## src/rtl/board_state_keeper_if.sv

```systemverilog
// Move link between the selection stage, the remote rx link, the tx link and board_state_keeper.
// master = environment side, slave = board_state_keeper side.
interface board_state_keeper_if;
   logic        moved;
   logic [11:0] move_packet;
   logic        rx_valid;
   logic [11:0] rx_packet;
   logic        rx_ready;
   logic        tx_valid;
   logic [11:0] tx_packet;
   logic        tx_ready;

   modport master (
      output moved, move_packet, rx_valid, rx_packet, tx_ready,
      input  rx_ready, tx_valid, tx_packet
   );

   modport slave (
      input  moved, move_packet, rx_valid, rx_packet, tx_ready,
      output rx_ready, tx_valid, tx_packet
   );
endinterface

```

## src/rtl/board_state_keeper.sv

```systemverilog
// Authoritative 8x8 board: applies local and remote moves, forwards local moves to the tx link.
// Optional AUTO_PROMOTE_EN: pawns reaching the last rank are written as queens.
module board_state_keeper #(
   parameter logic [3:0]  EMPTY_CODE   = 4'd15,
   parameter logic        FIRST_PLAYER = 1'b1,
   parameter int unsigned TX_TIMEOUT   = 50000
) (
   input  logic                   clk,
   input  logic                   reset_n,
   input  logic                   player,
   input  logic                   new_game,
   board_state_keeper_if.slave    link,
   output logic [7:0][7:0][3:0]   stable_board,
   output logic                   curr_player,
   output logic                   capture_valid,
   output logic [3:0]             captured_piece,
   output logic [7:0]             move_count,
   output logic                   err
);

   localparam int unsigned CNT_W = (TX_TIMEOUT < 2) ? 1 : $clog2(TX_TIMEOUT + 1);

   typedef enum logic [1:0] {IDLE, APPLY, SEND} state_t;

   state_t               state_q, state_d;
   logic [11:0]          pkt_q, pkt_d;
   logic                 local_q, local_d;
   logic [CNT_W-1:0]     cnt_q, cnt_d;
   logic [7:0][7:0][3:0] board_d;
   logic                 curr_d, cap_valid_d, err_d, rx_ready_d, tx_valid_d;
   logic [3:0]           cap_piece_d;
   logic [7:0]           count_d;
   logic [11:0]          tx_packet_d;

   logic [2:0] ox, oy, nx, ny;
   logic [3:0] src_piece, dst_piece, placed_piece;
   logic       mover, reject;

   // Opening layout: player 0 on rows 0-1, player 1 on rows 6-7.
   function automatic logic [7:0][7:0][3:0] start_layout();
      logic [7:0][7:0][3:0] b;
      logic [3:0]           kind;
      b = {64{EMPTY_CODE}};
      for (int x = 0; x < 8; x++) begin
         case (x)
            0, 7:    kind = 4'd3;
            1, 6:    kind = 4'd1;
            2, 5:    kind = 4'd2;
            3:       kind = 4'd4;
            default: kind = 4'd5;
         endcase
         b[0][x] = kind + 4'd6;
         b[1][x] = 4'd6;
         b[6][x] = 4'd0;
         b[7][x] = kind;
      end
      return b;
   endfunction

   assign ox        = pkt_q[11:9];
   assign oy        = pkt_q[8:6];
   assign nx        = pkt_q[5:3];
   assign ny        = pkt_q[2:0];
   assign src_piece = stable_board[oy][ox];
   assign dst_piece = stable_board[ny][nx];
   assign mover     = local_q ? player : ~player;

   // Codes 0-5 belong to player 1, codes 6-11 to player 0.
   assign reject = (src_piece == EMPTY_CODE)
                 || ((src_piece >= 4'd12) && (src_piece <= 4'd14))
                 || (pkt_q[11:6] == pkt_q[5:0])
                 || ((src_piece < 4'd6) != mover);

   always_comb begin
      placed_piece = src_piece;
`ifdef AUTO_PROMOTE_EN
      if (src_piece == 4'd0 && ny == 3'd0)
         placed_piece = 4'd4;
      else if (src_piece == 4'd6 && ny == 3'd7)
         placed_piece = 4'd10;
`endif
   end

   // Next-state and next-output logic.
   always_comb begin
      state_d     = state_q;
      pkt_d       = pkt_q;
      local_d     = local_q;
      cnt_d       = cnt_q;
      board_d     = stable_board;
      curr_d      = curr_player;
      cap_valid_d = 1'b0;
      cap_piece_d = captured_piece;
      count_d     = move_count;
      err_d       = 1'b0;
      tx_valid_d  = link.tx_valid;
      tx_packet_d = link.tx_packet;

      if (new_game) begin
         board_d    = start_layout();
         curr_d     = FIRST_PLAYER;
         count_d    = 8'd0;
         tx_valid_d = 1'b0;
         cnt_d      = '0;
         state_d    = IDLE;
      end else begin
         case (state_q)
            IDLE: begin
               if (link.moved && curr_player == player) begin
                  pkt_d   = link.move_packet;
                  local_d = 1'b1;
                  state_d = APPLY;
               end else begin
                  if (link.moved)
                     err_d = 1'b1;
                  if (link.rx_valid && link.rx_ready) begin
                     pkt_d   = link.rx_packet;
                     local_d = 1'b0;
                     state_d = APPLY;
                  end
               end
            end
            APPLY: begin
               if (link.moved)
                  err_d = 1'b1;
               if (reject) begin
                  err_d   = 1'b1;
                  state_d = IDLE;
               end else begin
                  board_d[ny][nx] = placed_piece;
                  board_d[oy][ox] = EMPTY_CODE;
                  curr_d          = ~curr_player;
                  if (move_count != 8'hFF)
                     count_d = move_count + 8'd1;
                  if (dst_piece != EMPTY_CODE) begin
                     cap_valid_d = 1'b1;
                     cap_piece_d = dst_piece;
                  end
                  if (local_q) begin
                     tx_valid_d  = 1'b1;
                     tx_packet_d = pkt_q;
                     cnt_d       = '0;
                     state_d     = SEND;
                  end else begin
                     state_d = IDLE;
                  end
               end
            end
            SEND: begin
               if (link.moved)
                  err_d = 1'b1;
               cnt_d = cnt_q + CNT_W'(1);
               if (link.tx_ready) begin
                  tx_valid_d = 1'b0;
                  state_d    = IDLE;
               end else if (cnt_q == CNT_W'(TX_TIMEOUT - 1)) begin
                  tx_valid_d = 1'b0;
                  err_d      = 1'b1;
                  state_d    = IDLE;
               end
            end
            default: state_d = IDLE;
         endcase
      end

      rx_ready_d = (state_d == IDLE) && (curr_d != player);
   end

   always_ff @(posedge clk or negedge reset_n) begin
      if (!reset_n) begin
         state_q        <= IDLE;
         pkt_q          <= 12'd0;
         local_q        <= 1'b0;
         cnt_q          <= '0;
         stable_board   <= {64{EMPTY_CODE}};
         curr_player    <= 1'b0;
         capture_valid  <= 1'b0;
         captured_piece <= EMPTY_CODE;
         move_count     <= 8'd0;
         err            <= 1'b0;
         link.rx_ready  <= 1'b0;
         link.tx_valid  <= 1'b0;
         link.tx_packet <= 12'd0;
      end else begin
         state_q        <= state_d;
         pkt_q          <= pkt_d;
         local_q        <= local_d;
         cnt_q          <= cnt_d;
         stable_board   <= board_d;
         curr_player    <= curr_d;
         capture_valid  <= cap_valid_d;
         captured_piece <= cap_piece_d;
         move_count     <= count_d;
         err            <= err_d;
         link.rx_ready  <= rx_ready_d;
         link.tx_valid  <= tx_valid_d;
         link.tx_packet <= tx_packet_d;
      end
   end

endmodule

```

## src/flat_wrapper.sv

```systemverilog
// flat-port wrapper written by rule: the top's interface ports become plain ports
module board_state_keeper_flat 
#(
   parameter logic [3:0]  EMPTY_CODE   = 4'd15,
   parameter logic        FIRST_PLAYER = 1'b1,
   parameter int unsigned TX_TIMEOUT   = 50000
)
  (clk, reset_n, player, new_game, stable_board, curr_player, capture_valid, captured_piece, move_count, err, link_moved, link_move_packet, link_rx_valid, link_rx_packet, link_tx_ready, link_rx_ready, link_tx_valid, link_tx_packet);
  board_state_keeper_if link_i ();
  input  logic clk;
  input  logic reset_n;
  input  logic player;
  input  logic new_game;
  output logic [7:0][7:0][3:0] stable_board;
  output logic curr_player;
  output logic capture_valid;
  output logic [3:0] captured_piece;
  output logic [7:0] move_count;
  output logic err;
  input wire logic [$bits(link_i.moved)-1:0] link_moved;
  input wire logic [$bits(link_i.move_packet)-1:0] link_move_packet;
  input wire logic [$bits(link_i.rx_valid)-1:0] link_rx_valid;
  input wire logic [$bits(link_i.rx_packet)-1:0] link_rx_packet;
  input wire logic [$bits(link_i.tx_ready)-1:0] link_tx_ready;
  output wire logic [$bits(link_i.rx_ready)-1:0] link_rx_ready;
  output wire logic [$bits(link_i.tx_valid)-1:0] link_tx_valid;
  output wire logic [$bits(link_i.tx_packet)-1:0] link_tx_packet;
  assign link_i.moved = link_moved;
  assign link_i.move_packet = link_move_packet;
  assign link_i.rx_valid = link_rx_valid;
  assign link_i.rx_packet = link_rx_packet;
  assign link_i.tx_ready = link_tx_ready;
  assign link_rx_ready = link_i.rx_ready;
  assign link_tx_valid = link_i.tx_valid;
  assign link_tx_packet = link_i.tx_packet;
  board_state_keeper #(.EMPTY_CODE(EMPTY_CODE), .FIRST_PLAYER(FIRST_PLAYER), .TX_TIMEOUT(TX_TIMEOUT)) u_core (.clk(clk), .reset_n(reset_n), .player(player), .new_game(new_game), .link(link_i), .stable_board(stable_board), .curr_player(curr_player), .capture_valid(capture_valid), .captured_piece(captured_piece), .move_count(move_count), .err(err));
endmodule
```

## config.mk

```make
export PLATFORM = sky130hd
export DESIGN_NAME = board_state_keeper_flat
export DESIGN_NICKNAME = d
export VERILOG_FILES = /design/src/rtl/board_state_keeper_if.sv /design/src/rtl/board_state_keeper.sv /design/src/flat_wrapper.sv
export SDC_FILE = /design/constraint.sdc
export NUM_CORES = 1
export LEC_CHECK = 0
export ABC_AREA = 1
export BUFFER_PORTS_ARGS = -buffer_cell sky130_fd_sc_hd__buf_2
export CORE_ASPECT_RATIO = 1.25
export CORE_MARGIN = 10
export CORE_UTILIZATION = 34
export DETAILED_ROUTE_END_ITERATION = 10
export HOLD_SLACK_MARGIN = 0.12
export PLACE_DENSITY = 0.53
export SLEW_MARGIN = 20
export SYNTH_ARGS = -nofsm -noshare
export SYNTH_HDL_FRONTEND = slang
export SYNTH_SLANG_ARGS = --single-unit
export TNS_END_PERCENT = 50
```

## constraint.sdc

```tcl
create_clock -name clk -period 2.9 [get_ports clk]
set_input_delay 0.29 -clock clk [delete_from_list [all_inputs] [get_ports clk]]
set_output_delay 0.29 -clock clk [all_outputs]
set_load 0.02 [all_outputs]
```

== Word level (Yosys, flattened, before mapping) ==
Cells that the tools add are included.

* Reductions and logical operators: 24
* Order comparisons: 11
* Div/mod/pow operators: 0
* $mul: 0
* Add/sub/neg operators: 2
* Eq/ne operators: 14
* Shift-type cells: 0
* Multiplexer cells: 61
* Bitwise gates (word level): 5

{| class="wikitable"
|+ Operator list
! kind !! count
|-
| 256-bit 2-to-1 mux || 3
|-
| 256-bit bitwise mux || 1
|-
| 256-bit OR || 1
|-
| 32-bit binary-select mux with 3-bit select || 2
|-
| 32-bit demux with 3-bit select || 2
|-
| 32-bit 2-to-1 mux || 4
|-
| 16-bit 2-to-1 mux || 3
|-
| 8-bit 2-to-1 mux || 4
|-
| 16-bit one-hot mux with 2 select lines || 1
|-
| 4-bit binary-select mux with 3-bit select || 2
|-
| 4-bit demux with 3-bit select || 2
|-
| 12-bit 2-to-1 mux || 2
|-
| 1-bit 2-to-1 mux || 21
|-
| 16-bit by 1-bit adder with 16-bit output, second input constant || 1
|-
| 16-bit == test, second input constant || 1
|-
| 3-bit by 4-bit < comparator with 1-bit output, second input constant || 4
|-
| 4-bit 2-to-1 mux || 4
|-
| 2-bit 2-to-1 mux || 7
|-
| 3-bit by 1-bit >= comparator with 1-bit output, second input constant || 4
|-
| 4-bit AND reduction || 3
|-
| 3-bit AND reduction || 3
|-
| 8-bit by 1-bit adder with 8-bit output, second input constant || 1
|-
| 1-bit logical AND || 8
|-
| 8-bit inequality test, second input constant || 1
|-
| other kinds (23) || 32
|}

* Logic and storage cells: 193
* Bits in registers: 316
* Memories: 0
* ROM bits: 0
* RAM bits: 0
* Latch bits: 0

== Logic depth before layout (Yosys ltp) ==
Gate-level depths: netlist (run 1).

* Depth after elaboration: 14
* Depth in mapped cells: 24

== Worst setup path before layout (run 1) ==
OpenSTA, ideal clock, no wires.

* Kind: register -> register
* From: register u_core.pkt_q[6]
* To: register, netlist name u_core.stable_board[110]
* Data arrival time: 2.356 ns
* Stages on the path, launching flop included: 19
* Buffers on the path: 5
* Setup time: 0.082 ns
* Path slack: 0.462 ns
* Path through: dfrtp_1 buf_4 buf_6 buf_2 o211ai_1 nand2_1 o21ai_0 nand2_1 nor2_1 nand2_1 nand2_1 nand2_1 nand2_1 nand3_2 nand2_2 nand2_2 buf_4 buf_2 a22oi_1

* Longest elaborated chain between the ends: 11

{| class="wikitable"
|+ RTL lines
! what !! RTL line !! source
|-
| from (decl) || board_state_keeper.sv:26 || <nowiki>logic [11:0] pkt_q, pkt_d;</nowiki>
|-
| from (signal assigned) || board_state_keeper.sv:186 || <nowiki>pkt_q <= pkt_d;</nowiki>
|-
| 32-bit binary-select mux with 3-bit select || board_state_keeper.sv:64 || <nowiki>assign src_piece = stable_board[oy][ox];</nowiki>
|-
| 32-bit 2-to-1 mux (implied by the code) || board_state_keeper.sv:64 ||
|-
| 4-bit binary-select mux with 3-bit select || board_state_keeper.sv:64 ||
|-
| 4-bit 2-to-1 mux (implied by the code) || board_state_keeper.sv:64 ||
|-
| 4-bit >= comparator or 4-bit less-or-equal comparator (tied branches) || board_state_keeper.sv:70 || <nowiki>|| ((src_piece >= 4'd12) && (src_piece <= 4'd14))</nowiki>
|-
| 1-bit logical AND || board_state_keeper.sv:70 ||
|-
| 1-bit logical OR || board_state_keeper.sv:70 ||
|-
| 1-bit logical OR || board_state_keeper.sv:71 || <nowiki>|| (pkt_q[11:6] == pkt_q[5:0])</nowiki>
|-
| 1-bit logical OR || board_state_keeper.sv:72 || <nowiki>|| ((src_piece < 4'd6) != mover);</nowiki>
|-
| 2-bit inequality test (no source line) || n/a ||
|-
| 2-bit AND reduction (no source line) || n/a ||
|}

Several ways; a longest one is shown, not always the timed one. The select of a mux whose other input is x is not followed.
A chain may end at the register's enable or synchronous reset.

== Worst setup path after layout (run 1) ==
* From: register u_core.pkt_q[6]
* To: register, netlist name u_core.stable_board[140]

* Longest elaborated chain between the ends: 11

{| class="wikitable"
|+ RTL lines
! what !! RTL line
|-
| 32-bit binary-select mux with 3-bit select || board_state_keeper.sv:64
|-
| 32-bit 2-to-1 mux (implied by the code) || board_state_keeper.sv:64
|-
| 4-bit binary-select mux with 3-bit select || board_state_keeper.sv:64
|-
| 4-bit 2-to-1 mux (implied by the code) || board_state_keeper.sv:64
|-
| 4-bit >= comparator or 4-bit less-or-equal comparator (tied branches) || board_state_keeper.sv:70
|-
| 1-bit logical AND || board_state_keeper.sv:70
|-
| 1-bit logical OR || board_state_keeper.sv:70
|-
| 1-bit logical OR || board_state_keeper.sv:71
|-
| 1-bit logical OR || board_state_keeper.sv:72
|-
| 2-bit inequality test (no source line) || n/a
|-
| 2-bit AND reduction (no source line) || n/a
|}

Several ways; a longest one is shown, not always the timed one. The select of a mux whose other input is x is not followed.

==> results of run 1 <==
==> power groups by stage <==
stage	clock [uW]	sequential, uW	combinational [uW]
finish	5480	7170	27400
floorplan	0	7720	8870
detailed placement	0	7130	22700
global route	5700	7240	27800
global placement	0	7110	22700
CTS	5520	7090	24300
==> logic make-up (layout without fill, tap and decap cells) <==
kind of cell / after synthesis / after routing / synth area share
other: 0 / 3 / 0
XOR/XNOR: 11 / 11 / 0.00461
AO/OA/AOI/OAI: 862 / 862 / 0.239
flip-flops: 316 / 316 / 0.394
adder cells (fa/ha/maj): 2 / 2 / 0.00120
buffers and inverters: 545 / 1290 / 0.106
AND/OR/NAND/NOR: 1308 / 1309 / 0.255
==> critical path, cell delays in order (launching register included) <==
cell and delay (ns):
dfrtp_4 0.53, buf_12 0.16, o211ai_1 0.43, nand2_1 0.14, o21ai_2 0.22, nand2_2 0.14
nor2_4 0.13, nand2_4 0.10, buf_6 0.14, a21oi_4 0.17, nand3_4 0.13, nand2_4 0.11
nand2_8 0.14, buf_12 0.20, buf_6 0.13, nor2_4 0.12, nand2_1 0.08, nand3_2 0.07
==> layout make-up <==
| class | instances | area [um^2] |
|---|---|---|
| Fill cell | 6089 | 30100 |
| Multi-Input combinational cell | 2184 | 11600 |
| Sequential cell | 316 | 8240 |
| Timing Repair Buffer | 845 | 6990 |
| Inverter | 373 | 1420 |
| Clock buffer | 52 | 1120 |
| Tap cell | 824 | 1030 |
| Clock inverter | 20 | 269 |
| Antenna cell | 3 | 7.51 |
==> placed cells by master, fill, tap and decap left out, types with 40 or more instances in the layout <==
cell type  synthesis  routed
nand2_2            3      40
o22ai_1           94      91
a21oi_1          180     176
o21ai_0          305     192
o21ai_1           54     110
nand3_1          193     145
buf_12             0      55
buf_4             21     382
nand2_1          781     721
o211ai_1          91      91
dfrtp_1           56      51
o21ai_2            0      56
buf_2             63     314
inv_1            358     353
nor2_1           263     239
a31oi_1           44      42
clkbuf_16          0      51
dfstp_2          260     260
==> state kept, by name (all words and copies together), names as in the netlist, 2 cells and up <==
name	cells
u_core.link.tx_packet	12
u_core.state_q	2
u_core.captured_piece	4
u_core.move_count	8
u_core.stable_board	256
u_core.pkt_q	12
u_core.cnt_q	16
==> synth_stat cells (18+ instances only) <==
| library cell | number | area share |
|---|---|---|
| o22ai_1 | 94 | 0.028 |
| a21oi_1 | 180 | 0.043 |
| a22oi_1 | 36 | 0.013 |
| buf_2 | 63 | 0.015 |
| nand3_1 | 193 | 0.046 |
| nand4_1 | 22 | 0.0066 |
| nand2_1 | 781 | 0.14 |
| buf_4 | 21 | 0.0075 |
| o21ai_0 | 305 | 0.073 |
| dfstp_2 | 260 | 0.33 |
| nor2_1 | 263 | 0.047 |
| a31oi_1 | 44 | 0.013 |
| o211ai_1 | 91 | 0.033 |
| dfrtp_1 | 56 | 0.067 |
| o31ai_1 | 18 | 0.0065 |
| nor3_1 | 23 | 0.0055 |
| clkbuf_1 | 76 | 0.014 |
| o21ai_1 | 54 | 0.013 |
| inv_1 | 358 | 0.064 |
==> metal layers <==
layer / wire length, um / GRT usage
met1: 51500 / 0.422
met2: 67200 / 0.623
met3: 12700 / 0.0786
met4: 16000 / 0.339
met5: 69 / 0
==> what timing repair did <==
action,CTS,global route
hold buffers,26,0
hold endpoints to repair,71,0
gates resized for setup,166,312
gates cloned,12,12
pin swaps,19,40
setup buffers,14,14
setup endpoints to repair,302,311
==> final timing paths <==
check / from / end
worst max-delay path: u_core.pkt_q[6] / u_core.stable_board[140]
worst min-delay path: link_move_packet[6] / u_core.pkt_q[6]
worst max register to register: u_core.pkt_q[6] / u_core.stable_board[140]
worst min register to register: u_core.captured_piece[3] / u_core.captured_piece[3]
max in group asynchronous: reset_n / u_core.captured_piece[0]
min in group asynchronous: reset_n / u_core.capture_valid
==> metrics by stage <==
stage,TNS [ns],setup WS (ns),hold WS [ns],area (um^2),instances
final,-78.79,-0.384,0.143,30700,4617
after global routing,-83.37,-0.372,0.157,30700,4614
after CTS,-39.45,-0.232,0.133,29300,4592
after detailed placement,-122.03,-0.554,0.363,26800,4470
after global placement,-130.00,-0.563,0.360,26800,4470
after floorplan,0,0.462,-0.00559,20900,3044
==> out/qor.csv, run 1 <==
metric;value;unit
route.final.wire_length;147;mm
cts_root_buffer;clkbuf_16;
sequential_fraction_of_the_synthesis_area;0.394;
syn-cell-area;20900;um^2
setup_violators_final;300;
report.final.hold_viol_count;0;
worst-slew-pin-transition;0.753;ns
avgRoutedWirePerCell;31.9;um
design_power_total;40000;uW
path_max_fanout;8;
timing.critical_path.arrival;3.81;ns
cts_tree;done;
grt.overflow.total;0;
timing.slew.headroom;0.498;
switchingPower;21600;uW
total_routing_usage_reported_by_global_routing;0.384;
later_pin_clock_latency_in_the_skew_report;0.61;ns
critPathKind;reg2reg;
yosys.cell_types.count;43;
holdPathStages;4;
area_growth_syn_to_layout;46.7;%
synth.ff_latch_count;316;
vias;27100;
worst_ep_required_time;3.42;ns
syn_avg_cell_area;6.87;um^2
grt_start_max_net_pins;66;
synth.yosys.warnings;0;
rsz0062_at_grt;true;
floorplan.core_area;60800;um^2
clkTransAtPathRegs;0.06;ns
async_flop_share;1.00;
final_nets;3793;
rows;101;
final_core_utilization;0.504;
drive_gt1_frac;0.369;
holdCritPathClass;in2reg;
grt_pass1_vias;26000;
netSwitchingFraction;0.541;
fp.dieH;297;um
run_status;finished with violations;
period_minus_slack;3.28;ns
power_per_cell_area;1300;nW/um^2
finClkSkew;0.0335;ns
violations;setup timing;
final-max-slew-violation-count;0;
number_of_enable_flip_flop_cells_after_synthesis;0;
syn-num-nets;3077;
power_leakage;0.0140;uW
detail-route-antenna-nets;0;
drt_drc_violations_left;0;
worst_setup_path_end_kind;register;
combinationalPowerShare;0.684;
die_w;242;um
cp-start-kind;register;
design.die.area;71900;um^2
final_weighted_congestion_in_routability_driven_placement;1.08;
io_buffers;315;
iteration_0_drc_markers;3034;
vdd_drop_max;0.773;mV
grt_antenna_before_repair;10;
start_util;0.344;
register_to_register_setup_slack;-0.38;ns
power.share.sequential;0.179;
cts_sinks;316;
post_drt_via_cell_ratio;5.87;
cts-buffers-inserted;40;
cellInternalPower;18400;uW
maxCapViolCount;0;
hpwl;108;mm
cts-root-to-sink-buffers;3;
detailedRoute.firstPassIterationCount;8;
final.setup.worst_slack;-0.384;ns
io-pin-count;316;
max_clock_freq;0.305;GHz
clock_power_share;0.137;
cts_max_level;2;
post-route-period-util;1.13;
timing.reg2reg.worst_path_depth;17;
post_synth_inst_count;3044;
synth_ff_type;dfstp_2;
wire_length_of_the_first_global_routing_pass;199;mm
Power figures use the tool's default switching activity.
==> run 2, diff against run 1 <==
CORE_UTILIZATION = 30   (was 34)
CTS_CLUSTER_SIZE = 16   (was default)
PLACE_DENSITY = 0.48   (was 0.53)
==> run 2 against run 1 <==
The run still ends with setup timing left. Wire length rose by 12%. Maximum frequency fell by 0.39%. Power rose by 4.7%. Critical path type unchanged. Largest power group unchanged. Highest routed layer unchanged.
==> out/qor.csv, run 2 (synthesized netlist as in run 1, its figures left out) <==
metric;value;unit;change
final_weighted_congestion_in_routability_driven_placement;1.10;;was 1.08
final_nets;3855;;was 3793
final_core_utilization;0.450;;was 0.504
timing.critical_path.arrival;3.75;ns;was 3.81 ns
worst_ep_required_time;3.36;ns;was 3.42 ns
worst-slew-pin-transition;1.12;ns;was 0.753 ns
post-route-period-util;1.14;;was 1.13
cellInternalPower;19100;uW;was 18400 uW
registers_with_the_most_flip_flops;u_core.stable_board x256, u_core.cnt_q x16;;unchanged
switchingPower;22800;uW;was 21600 uW
power_per_cell_area;1340;nW/um^2;was 1300 nW/um^2
numPlacedInstances;4634;;was 4470
largest_reg_flops;256;;unchanged
maxCapViolCount;0;;unchanged
cts_sinks;316;;unchanged
post_drt_via_cell_ratio;5.82;;was 5.87
final-max-slew-violation-count;0;;unchanged
worst_path_max_delay_cell;dfrtp_4;;unchanged
cts-buffers-inserted;40;;unchanged
die_w;256;um;was 242 um
final.setup.worst_slack;-0.397;ns;was -0.384 ns
design.die.area;80700;um^2;was 71900 um^2
rows;108;;was 101
cp-start-kind;register;;unchanged
avgRoutedWirePerCell;34.6;um;was 31.9 um
netSwitchingFraction;0.544;;was 0.541
drt_drc_violations_left;0;;unchanged
run_status;finished with violations;;unchanged
rsz0062_at_grt;true;;unchanged
combinationalPowerShare;0.707;;was 0.684
cts_max_level;2;;unchanged
register_to_register_setup_slack;-0.40;ns;was -0.38 ns
report.final.hold_viol_count;0;;unchanged
worst_r2r_startpoint;u_core.pkt_q[6];;unchanged
finClkSkew;0.0364;ns;was 0.0335 ns
crit_path_cells;buf_6 > inv_6 > buf_12 > buf_8 > nand2_1 > nand3_1 > nand4_1 > nand2_2 > nand2_2 > nor2_4 > nand2_4 > nand2_4 > nand3_1 > nand3_4 > nand2_4 > nand2_8 > buf_12 > clkbuf_16 > nand2_1 > o31ai_1;;was buf_12 > o211ai_1 > nand2_1 > o21ai_2 > nand2_2 > nor2_4 > nand2_4 > buf_6 > a21oi_4 > nand3_4 > nand2_4 > nand2_8 > buf_12 > buf_6 > nor2_4 > nand2_1 > nand3_2
route.final.wire_length;166;mm;was 147 mm
critical_path.max_stage_delay;0.49;ns;was 0.53 ns
total_routing_usage_reported_by_global_routing;0.387;;was 0.384
timing.critical_path.from;u_core.pkt_q[6];;unchanged
fillCellCount;7310;;was 6089
clock_power_share;0.123;;was 0.137
worst_setup_path_end_kind;register;;unchanged
iteration_0_drc_markers;3708;;was 3034
violations;setup timing;;unchanged
grt_pass1_vias;26700;;was 26000
detailedRoute.firstPassIterationCount;8;;unchanged
drive_gt1_frac;0.374;;was 0.369
power.share.sequential;0.170;;was 0.179
vias;27900;;was 27100
timing.slew.headroom;0.251;;was 0.498
clkTransAtPathRegs;0.07;ns;was 0.06 ns
setup_violators_final;302;;was 300
io_buffers;315;;unchanged
vdd_drop_max;0.875;mV;was 0.773 mV
max_clock_freq;0.303;GHz;was 0.305 GHz
layout_commonest_cell;nand2_1;;unchanged
io-pin-count;316;;unchanged
floorplan.core_area;69300;um^2;was 60800 um^2
path_max_fanout;17;;was 8
cts_tree;done;;unchanged
start_util;0.302;;was 0.344
grt_start_max_net_pins;72;;was 66
grt_antenna_before_repair;7;;was 10
grt.overflow.total;0;;unchanged
fp.dieH;315;um;was 297 um
final-instance-count-excl-fill;4791;;was 4617
crit_top_cell;nand2_4;;
dp_slack;-0.692;ns;was -0.554 ns
later_pin_clock_latency_in_the_skew_report;0.60;ns;was 0.61 ns
cts-root-to-sink-buffers;3;;unchanged
regMostFlops;u_core.stable_board;;unchanged
detail-route-antenna-nets;0;;unchanged
min_from;link_move_packet[7];;was link_move_packet[6]
power_leakage;0.0144;uW;was 0.0140 uW
cts_root_buffer;clkbuf_16;;unchanged
layout_common_cells;nand2_1, buf_4, inv_1;;unchanged
critPathKind;reg2reg;;unchanged
period_minus_slack;3.30;ns;was 3.28 ns
hpwl;126;mm;was 108 mm
wire_length_of_the_first_global_routing_pass;220;mm;was 199 mm
area_growth_syn_to_layout;49.2;%;was 46.7%
holdCritPathClass;in2reg;;unchanged
[run 2: cell type report]
cell class	instances	area, um^2	share of cell area
multi-input combinational	2183	11400	0.364
antenna	5	12.5	0.000401
tap	935	1170	0.0375
timing repair buffer	908	7690	0.247
clock inverter	10	83.8	0.00269
clock buffer	61	1210	0.0388
inverter	373	1410	0.0453
sequential	316	8240	0.264
[run 2: metal layers]
metal | up-vias | track usage | routed length (um)
met5 | - | 0 | 21
met1 | 13500 | 0.469 | 62600
met4 | 4 | 0.283 | 14600
met2 | 1988 | 0.592 | 71700
li1 | 11800 | - | -
met3 | 589 | 0.0975 | 16700
[run 2: worst max-delay path, delay by kind of cell (launching register included)]
family / cells / cell delay [ns]
and+or+nand+nor: 13 / 1.64
buffers and inverters: 6 / 0.92
DFF: 1 / 0.49
AOI/OAI and AO/OA: 1 / 0.10
[run 2: path summary, 6_finish.rpt]
check,cells past startpoint,endpoint
setup / recovery,20,u_core.stable_board[211]
hold / removal,3,u_core.pkt_q[7]
min in group asynchronous,2,u_core.move_count[0]
max in group asynchronous,3,u_core.stable_board[168]
hold reg to reg,2,u_core.captured_piece[0]
setup reg to reg,20,u_core.stable_board[211]
[run 2: timing repair]
item	4_1_cts	5_1_grt
setup buffers	25	13
gates cloned	14	18
endpoints found under the hold margin	29	0
hold buffers	19	0
gates resized for setup	255	222
setup endpoints to repair	302	302
pin swaps	35	18
[run 2: power groups by stage]
stage / clock, uW / sequential (uW) / combinational, uW
global route: 5370 / 7190 / 29800
CTS: 5200 / 7040 / 25800
floorplan: 0 / 7720 / 8870
global placement: 0 / 7100 / 23500
detailed placement: 0 / 7090 / 23400
finish: 5150 / 7130 / 29600
[run 2: per-stage QoR]
step / TNS [ns] / hold slack (ns) / total power (uW) / instance area, um^2
2_1_floorplan: 0 / -0.00559 / 16600 / 20900
3_3_place_gp: -152.00 / 0.349 / 30600 / 27300
3_5_place_dp: -157.03 / 0.343 / 30500 / 27300
4_1_cts: -90.26 / 0.121 / 38100 / 30000
5_1_grt: -107.03 / 0.147 / 42400 / 31200
6_report: -90.29 / 0.0922 / 41900 / 31200
